`config.mk`:
```
export PLATFORM = sky130hd
export DESIGN_NAME = fre_meas_ctrl_flat
export DESIGN_NICKNAME = d
export VERILOG_FILES = /design/src/rtl/fre_meas_ctrl_if.sv /design/src/rtl/fre_meas_ctrl.sv /design/src/flat_wrapper.sv
export SDC_FILE = /design/constraint.sdc
export NUM_CORES = 1
export LEC_CHECK = 0
export ABC_AREA = 1
export BUFFER_PORTS_ARGS = -buffer_cell sky130_fd_sc_hd__buf_2
export CAP_MARGIN = 5
export CORE_UTILIZATION = 25
export DETAILED_ROUTE_END_ITERATION = 16
export MAX_ROUTING_LAYER = met4
export PLACE_DENSITY = 0.47
export SKIP_CTS_REPAIR_TIMING = 1
export SYNTH_ARGS = -nofsm -noshare
export SYNTH_HDL_FRONTEND = slang
export SYNTH_SLANG_ARGS = --single-unit
```
`constraint.sdc`:
```
create_clock -name clk -period 3.2 [get_ports clk]
set_clock_uncertainty 0.15 [all_clocks]
set_input_delay 0.16 -clock clk [delete_from_list [all_inputs] [get_ports clk]]
set_output_delay 0.16 -clock clk [all_outputs]
set_load 0.005 [all_outputs]
```
`src/rtl/fre_meas_ctrl_if.sv`:
```
// Judge handshake and result bus for fre_meas_ctrl.
// master = the measurement controller, slave = judge / result consumer side.
interface fre_meas_ctrl_if #(
  parameter int unsigned IN_WIDTH  = 18,
  parameter int unsigned OUT_WIDTH = 24
) ();
  logic                 judge_start;
  logic [IN_WIDTH-1:0]  judge_fre;
  logic                 judge_dready;
  logic [OUT_WIDTH-1:0] freq;
  logic                 freq_valid;
  logic                 busy;
  logic                 meas_err;

  modport master (
    output judge_start, freq, freq_valid, busy, meas_err,
    input  judge_fre, judge_dready
  );

  modport slave (
    input  judge_start, freq, freq_valid, busy, meas_err,
    output judge_fre, judge_dready
  );
endinterface

```
`src/rtl/fre_meas_ctrl.sv`:
```
// Sequences the edge-width judge, averages 2^AVG_LOG half-period widths and divides to Hz.
// Optional macro FRE_MEAS_OUTLIER_REJ_EN: reject samples deviating more than ref/8 from the round's first sample.
module fre_meas_ctrl #(
  parameter int unsigned IN_WIDTH    = 18,
  parameter int unsigned OUT_WIDTH   = 24,
  parameter int unsigned CLK_HZ      = 100_000_000,
  parameter int unsigned AVG_LOG     = 2,
  parameter logic [31:0] TIMEOUT_CYC = 32'd2_000_000,
  parameter logic [3:0]  MAX_RETRY   = 4'd7,
  parameter int unsigned DIV_W       = 40
) (
  input  logic           clk,
  input  logic           rst_n,
  input  logic           en,
  fre_meas_ctrl_if.master bus
);

  localparam int unsigned SUM_W  = IN_WIDTH + AVG_LOG;
  localparam int unsigned CNT_W  = AVG_LOG + 1;
  localparam int unsigned DCNT_W = $clog2(DIV_W);
  localparam logic [DIV_W-1:0]  DIVIDEND = DIV_W'(CLK_HZ) << AVG_LOG;
  localparam logic [CNT_W-1:0]  LAST_SMP = CNT_W'((1 << AVG_LOG) - 1);
  localparam logic [DCNT_W-1:0] LAST_BIT = DCNT_W'(DIV_W - 1);

  typedef enum logic [4:0] {
    S_IDLE = 5'b00001,
    S_ARM  = 5'b00010,
    S_WAIT = 5'b00100,
    S_DIV  = 5'b01000,
    S_DONE = 5'b10000
  } state_e;

  state_e               state_q, state_d;
  logic [SUM_W-1:0]     sum_q, sum_d;
  logic [CNT_W-1:0]     smp_cnt_q, smp_cnt_d;
  logic [3:0]           retry_q, retry_d;
  logic [31:0]          tmo_q, tmo_d;
  logic [DIV_W-1:0]     rem_q, rem_d;
  logic [DIV_W-1:0]     quo_q, quo_d;
  logic [DCNT_W-1:0]    dcnt_q, dcnt_d;
  logic                 judge_start_q, judge_start_d;
  logic [OUT_WIDTH-1:0] freq_q, freq_d;
  logic                 freq_valid_q, freq_valid_d;
  logic                 busy_q, busy_d;
  logic                 meas_err_q, meas_err_d;

  logic                 outlier;
  logic                 accept;
  logic [DIV_W:0]       rem_sh;
  logic [DIV_W:0]       divisor;
  logic [3:0]           retry_inc;

`ifdef FRE_MEAS_OUTLIER_REJ_EN
  logic [IN_WIDTH-1:0]  ref_q, ref_d;
  logic [IN_WIDTH-1:0]  dev;

  // Deviation from the round's reference sample; the first sample is never an outlier.
  always_comb begin
    dev     = (bus.judge_fre >= ref_q) ? (bus.judge_fre - ref_q) : (ref_q - bus.judge_fre);
    outlier = (smp_cnt_q != '0) && (dev > (ref_q >> 3));
    ref_d   = ref_q;
    if (accept && (smp_cnt_q == '0)) begin
      ref_d = bus.judge_fre;
    end
  end

  always_ff @(posedge clk or negedge rst_n) begin
    if (!rst_n) begin
      ref_q <= '0;
    end else begin
      ref_q <= ref_d;
    end
  end
`else
  assign outlier = 1'b0;
`endif

  assign accept    = (state_q == S_WAIT) && bus.judge_dready && (bus.judge_fre != '0) && !outlier;
  assign rem_sh    = {rem_q, quo_q[DIV_W-1]};
  assign divisor   = (DIV_W+1)'({sum_q, 1'b0});
  assign retry_inc = retry_q + 4'd1;

  // Next-state and output logic.
  always_comb begin
    state_d      = state_q;
    sum_d        = sum_q;
    smp_cnt_d    = smp_cnt_q;
    retry_d      = retry_q;
    tmo_d        = tmo_q;
    rem_d        = rem_q;
    quo_d        = quo_q;
    dcnt_d       = dcnt_q;
    freq_d       = freq_q;
    freq_valid_d = 1'b0;
    meas_err_d   = 1'b0;

    unique case (state_q)
      S_IDLE: begin
        sum_d     = '0;
        smp_cnt_d = '0;
        retry_d   = '0;
        if (en) begin
          state_d = S_ARM;
        end
      end
      S_ARM: begin
        tmo_d   = TIMEOUT_CYC;
        state_d = S_WAIT;
      end
      S_WAIT: begin
        tmo_d = tmo_q - 32'd1;
        if (accept) begin
          sum_d     = sum_q + SUM_W'(bus.judge_fre);
          smp_cnt_d = smp_cnt_q + CNT_W'(1);
          retry_d   = '0;
          if (smp_cnt_q == LAST_SMP) begin
            rem_d   = '0;
            quo_d   = DIVIDEND;
            dcnt_d  = '0;
            state_d = S_DIV;
          end else begin
            state_d = S_ARM;
          end
        end else if (bus.judge_dready || (tmo_q == '0)) begin
          if (retry_inc == MAX_RETRY) begin
            meas_err_d = 1'b1;
            state_d    = S_IDLE;
          end else begin
            retry_d = retry_inc;
            state_d = S_ARM;
          end
        end
      end
      S_DIV: begin
        // Restoring step: remainder always stays below the divisor, so DIV_W bits suffice.
        if (rem_sh >= divisor) begin
          rem_d = DIV_W'(rem_sh - divisor);
          quo_d = {quo_q[DIV_W-2:0], 1'b1};
        end else begin
          rem_d = rem_sh[DIV_W-1:0];
          quo_d = {quo_q[DIV_W-2:0], 1'b0};
        end
        dcnt_d = dcnt_q + DCNT_W'(1);
        if (dcnt_q == LAST_BIT) begin
          state_d = S_DONE;
        end
      end
      S_DONE: begin
        if (|quo_q[DIV_W-1:OUT_WIDTH]) begin
          freq_d = '1;
        end else begin
          freq_d = quo_q[OUT_WIDTH-1:0];
        end
        freq_valid_d = 1'b1;
        sum_d        = '0;
        smp_cnt_d    = '0;
        retry_d      = '0;
        state_d      = en ? S_ARM : S_IDLE;
      end
      default: begin
        state_d = S_IDLE;
      end
    endcase

    judge_start_d = (state_d == S_ARM);
    busy_d        = (state_d != S_IDLE);
  end

  always_ff @(posedge clk or negedge rst_n) begin
    if (!rst_n) begin
      state_q       <= S_IDLE;
      sum_q         <= '0;
      smp_cnt_q     <= '0;
      retry_q       <= '0;
      tmo_q         <= '0;
      rem_q         <= '0;
      quo_q         <= '0;
      dcnt_q        <= '0;
      judge_start_q <= 1'b0;
      freq_q        <= '0;
      freq_valid_q  <= 1'b0;
      busy_q        <= 1'b0;
      meas_err_q    <= 1'b0;
    end else begin
      state_q       <= state_d;
      sum_q         <= sum_d;
      smp_cnt_q     <= smp_cnt_d;
      retry_q       <= retry_d;
      tmo_q         <= tmo_d;
      rem_q         <= rem_d;
      quo_q         <= quo_d;
      dcnt_q        <= dcnt_d;
      judge_start_q <= judge_start_d;
      freq_q        <= freq_d;
      freq_valid_q  <= freq_valid_d;
      busy_q        <= busy_d;
      meas_err_q    <= meas_err_d;
    end
  end

  assign bus.judge_start = judge_start_q;
  assign bus.freq        = freq_q;
  assign bus.freq_valid  = freq_valid_q;
  assign bus.busy        = busy_q;
  assign bus.meas_err    = meas_err_q;

endmodule
```
`src/flat_wrapper.sv`:
```
// flat-port wrapper written by rule: the top's interface ports become plain ports
module fre_meas_ctrl_flat 
#(
  parameter int unsigned IN_WIDTH    = 18,
  parameter int unsigned OUT_WIDTH   = 24,
  parameter int unsigned CLK_HZ      = 100_000_000,
  parameter int unsigned AVG_LOG     = 2,
  parameter logic [31:0] TIMEOUT_CYC = 32'd2_000_000,
  parameter logic [3:0]  MAX_RETRY   = 4'd7,
  parameter int unsigned DIV_W       = 40
)
  (clk, rst_n, en, bus_judge_start, bus_freq, bus_freq_valid, bus_busy, bus_meas_err, bus_judge_fre, bus_judge_dready);
  fre_meas_ctrl_if #(.IN_WIDTH(IN_WIDTH), .OUT_WIDTH(OUT_WIDTH)) bus_i ();
  input  logic clk;
  input  logic rst_n;
  input  logic en;
  output wire logic [$bits(bus_i.judge_start)-1:0] bus_judge_start;
  output wire logic [$bits(bus_i.freq)-1:0] bus_freq;
  output wire logic [$bits(bus_i.freq_valid)-1:0] bus_freq_valid;
  output wire logic [$bits(bus_i.busy)-1:0] bus_busy;
  output wire logic [$bits(bus_i.meas_err)-1:0] bus_meas_err;
  input wire logic [$bits(bus_i.judge_fre)-1:0] bus_judge_fre;
  input wire logic [$bits(bus_i.judge_dready)-1:0] bus_judge_dready;
  assign bus_judge_start = bus_i.judge_start;
  assign bus_freq = bus_i.freq;
  assign bus_freq_valid = bus_i.freq_valid;
  assign bus_busy = bus_i.busy;
  assign bus_meas_err = bus_i.meas_err;
  assign bus_i.judge_fre = bus_judge_fre;
  assign bus_i.judge_dready = bus_judge_dready;
  fre_meas_ctrl #(.IN_WIDTH(IN_WIDTH), .OUT_WIDTH(OUT_WIDTH), .CLK_HZ(CLK_HZ), .AVG_LOG(AVG_LOG), .TIMEOUT_CYC(TIMEOUT_CYC), .MAX_RETRY(MAX_RETRY), .DIV_W(DIV_W)) u_core (.clk(clk), .rst_n(rst_n), .en(en), .bus(bus_i));
endmodule
```
Word level (Yosys, flattened, before mapping) --
Cells that the tools add are included.
Word-level totals: register bits after elaboration 178, logic and storage cells 81, input bits 22
Cells by class: $add $sub $neg 6, eq/ne operators 14, $lt $le $gt $ge 1, multiplexer cells 34, reduce and logical (&&, ||, !) cells 13
Operators by type and width (number):
- 40-bit two-way mux | 5
- 40-bit case mux with 2 select lines | 2
- 32-bit case mux with 2 select lines | 1
- 41-bit by 21-bit greater-or-equal comparator with 1-bit output | 1
- 20-bit case mux with 2 select lines | 1
- 40-bit by 21-bit subtractor with 40-bit output | 1
- 32-bit zero test | 1
- 32-bit by 1-bit subtractor with 32-bit output (second input constant) | 1
- 5-bit case mux with 5 select lines | 1
- 24-bit two-way mux | 1
- 20-bit by 18-bit adder with 20-bit output | 1
- 20-bit two-way mux | 1
- 5-bit two-way mux | 4
- 18-bit nonzero test | 1
- 4-bit two-way mux | 4
- 16-bit OR reduction | 1
- 6-bit two-way mux | 2
- 6-bit case mux with 2 select lines | 1
- 5-bit by 2-bit == test with 1-bit output (second input constant) | 2
- 4-bit case mux with 2 select lines | 1
- 6-bit by 1-bit adder with 6-bit output (second input constant) | 1
- 6-bit == test (second input constant) | 1
- 1-bit two-way mux | 6
- 3-bit by 2-bit != test with 1-bit output (second input constant) | 2
- other kinds (20) | 25

Depth between registers and ports, before layout --
word-level depth 7, gate-level depth with buffers 17

Least setup slack after synthesis --
OpenSTA, ideal clock, no wires.
path kind reg2reg, from register u_core.rem_q[0], to register u_core.rem_q[10], path slack 0.795 ns, clock period less this slack 2.405 ns, required time 2.932 ns, arrival time 2.137 ns, cell stages (with the launch flop) 16, cell sequence dfrtp_1 inv_1 ha_1 inv_1 fa_1 nand3_2 nand3_2 nand2_1 nand3_1 nand2_1 nand3_1 nor2_2 buf_2 nand2_1 nand3_1 nand2_1
On the way: cells in the longest elaborated chain, start to end 3
RTL lines:
- start: declaration | RTL line fre_meas_ctrl.sv:38 | logic [DIV_W-1:0] rem_q, rem_d;
- start signal: assignment | RTL line fre_meas_ctrl.sv:190 | rem_q <= rem_d;
- 40-bit by 21-bit subtractor with 40-bit output or 41-bit by 21-bit greater-or-equal comparator with 1-bit output (tied branches) | RTL line fre_meas_ctrl.sv:137, fre_meas_ctrl.sv:136
- 40-bit two-way mux * | RTL line fre_meas_ctrl.sv:136 | if (rem_sh >= divisor) begin
- 40-bit case mux with 2 select lines * | RTL line fre_meas_ctrl.sv:97 | unique case (state_q)
Every way passes the cells marked *; elsewhere a longest branch is shown, timed or not. A chain may end at the register's enable or synchronous reset.

Final worst setup path --
from register u_core.sum_q[0], to register u_core.rem_q[3]
On the way: cells in the longest elaborated chain, start to end 3
RTL lines:
- start: declaration | RTL line fre_meas_ctrl.sv:34 | logic [SUM_W-1:0] sum_q, sum_d;
- start signal: assignment | RTL line fre_meas_ctrl.sv:186 | sum_q <= sum_d;
- 40-bit by 21-bit subtractor with 40-bit output or 41-bit by 21-bit greater-or-equal comparator with 1-bit output (tied branches) | RTL line fre_meas_ctrl.sv:137, fre_meas_ctrl.sv:136
- 40-bit two-way mux * | RTL line fre_meas_ctrl.sv:136
- 40-bit case mux with 2 select lines * | RTL line fre_meas_ctrl.sv:97
Marked as above.

==> metrics.cfg <==
[synth]
syn_nets=1641
synth-seq-area-share_pct=39.8
async_reset_ff_share_pct=100
synth_flop_cell=dfrtp_1
ys_ff_latch=178
synth-edff-count=0
netlist_area_um2=11200
synth_cells=1573
ys_types=44
syn_avg_cell_area_um2=7.12
ys_warn_count=0

[die]
row_count=77
die-height_um=214
core_region_area_um2=44200
die-area_um2=45600
die_w_um=214
io_pins=50
start_util_pct=25.3

[clocking]
cts_made_buffers=17
clock_latency_ns=0.46
max-clock-path-buffers=2
cts.sinks=178
clockRootBuffer=clkbuf_16
cts_tree=done
clkSlewWorstSetupHoldPaths_ns=0.08
htreeDepth=4

[pwr]
swShare_pct=33.5
p_int_mw=4.17
combPwrFrac_pct=23.0
seqPwrFrac_pct=41.1
clockPowerShare_pct=35.9
p_per_area_nw_per_um2=488
irDropWorstVdd_mv=0.357
p_leak_nw=6.22
power_switching_mw=2.10

[routing]
via_count=10100
wl_met1_um=15200
top_layer=met4
wl_um=31500
final_antenna_net_count=0
wl_met3_um=1260
drt-wirelength-per-cell_um=14.1
drcViolationCount=0
drtIter0Drc=662
vias_per_cell=4.52
dr_wl_met2_um=14700
dr.pass1.iters=5

[global_routing]
grt_pass1_vias=10000
grt_use_total_pct=15.0
grt_antenna_before_repair=0
grt-ovfl-total=0
grt_max_degree=119
grt_pass1_wl_um=51900

[timing]
hold_viol=0
slew_headroom_pct=34.3
finalCriticalPeriod_ns=2.87
tightest_slew_ns=0.986
hold_ws_ns=0.0513
fin_crit_sh_pct=89.6
final.setup.tns_ns=0
rsz0062_at_grt=false
finalMaxSlewViolations=0
fmax_mhz=349
final-setup-viol-count=0

[worst_setup_path]
worstPathArrival_ns=3.10
reg2regPathDepth=15
critPathKind=reg -> reg
r2r_end=u_core.rem_q[3]
endpoint_kind=register
start_kind=register
rrSetupSlack_ns=0.33
timing.critical_path.required_ns=3.44
cp_max_fo=30
reg2reg_from=u_core.sum_q[0]

[final_layout]
syn2layout_area_growth_pct=14.6
layout_common_cells=nand2_1, inv_1, nor2_1, dfrtp_1, nand3_1
fin_cells=2229
final_nets=1693
layout_commonest_cell=nand2_1
drive_above_1_share_pct=8.25
antenna_cells=0

[min_path]
hold_path_depth=4
hold_path_class=in -> reg
hp-start=bus_judge_fre[8]
holdPathEnd=u_core.sum_q[8]

[placement]
hpwl_um=23400
place_congestion=0.911
portBuffers=49
placedCellCount=2193

[flow_run]
drv_cap=0

[status]
outcome=complete, no violations

[logic make-up after synthesis]
group,Yosys count,synth area share [%]
xor+xnor,31,2.43
flops,178,39.8
simple gates,829,30.9
fa+ha+maj,46,5.28
mux,1,0.0894
buf+inv,275,9.83
compound gates,213,11.7
[cell type report]
class,instances,area [um^2]
Clock inverter,11,168
Fill cell,4870,31400
Multi-Input combinational cell,1120,5640
Timing Repair Buffer,72,489
Tap cell,592,741
Sequential cell,178,4460
Inverter,236,886
Clock buffer,20,447
[metrics by stage]
stage	total power, mW	setup WS, ns	util, %	instance area, um^2
floorplan	3.62	0.795	-	11200
global placement	4.05	0.382	27.5	12200
detailed placement	4.07	0.327	27.5	12200
CTS	6.37	0.296	28.9	12800
global route	6.69	0.0393	29.0	12800
finish	6.27	0.334	29.0	12800
[state kept, by name, summed over array words and instances, names as in the netlist, 4 cells and up]
signal and count:
u_core.quo_q 40, u_core.tmo_q 32, u_core.rem_q 40, u_core.bus.freq 24
u_core.sum_q 20, u_core.retry_q 4, u_core.state_q 5, u_core.dcnt_q 6
[worst max-delay path, cell delays in order (launching register included)]
cell	delay [ns]
dfrtp_1	0.45
ha_1	0.18
inv_1	0.07
fa_1	0.45
nand3_2	0.11
nand3_2	0.11
nand2_1	0.08
nand3_1	0.15
nand2_1	0.11
nand3_1	0.16
nor2_2	0.15
buf_4	0.32
nand2_1	0.07
o21ai_0	0.08
nand2_1	0.07
nand2_1	0.08
[power by group through the flow]
stage	combinational [mW]	sequential, mW	clock, mW
6_report	1.44	2.58	2.25
5_1_grt	1.65	2.60	2.44
4_1_cts	1.46	2.58	2.34
3_5_place_dp	1.45	2.62	0
3_3_place_gp	1.44	2.61	0
2_1_floorplan	1.04	2.58	0
[synthesized netlist by cell type, drive strengths merged (2+ instances only)]
cell type,number,area (um^2)
a22o,2,17.5
xor2,10,87.6
ha,44,551
nor3,24,131
a21oi,46,230
dfrtp,177,4430
a31oi,2,12.5
nand3,103,531
xnor2,21,184
nor2,198,766
or2,4,25.0
inv,236,886
nand4,30,194
a2bb2oi,24,210
nand2,460,1730
o21ai,77,385
nor4,7,58.8
buf,23,154
a22oi,12,135
clkbuf,16,60.1
fa,2,40.0
o22ai,44,275
and3,2,12.5
[layer usage]
metal  vias to the layer above  global-route usage, %
met5                         -                      -
met4                         0                   3.30
met3                        25                   2.90
met2                       171                   23.9
met1                      4725                   19.6
li1                       5148                      -
[worst max path at each step]
stage                     slack [ns]  depth (start not counted)          endpoint            start
final                           0.33                         15   u_core.rem_q[3]  u_core.sum_q[0]
after detailed placement        0.33                         15   u_core.rem_q[5]  u_core.sum_q[0]
after CTS                       0.30                         15   u_core.rem_q[5]  u_core.sum_q[0]
after global placement          0.38                         14   u_core.rem_q[5]  u_core.sum_q[0]
after global routing            0.04                         15   u_core.rem_q[9]  u_core.sum_q[0]
after floorplan                 0.80                         15  u_core.rem_q[10]  u_core.rem_q[0]
Note: power is estimated with default switching activity, not from simulation.
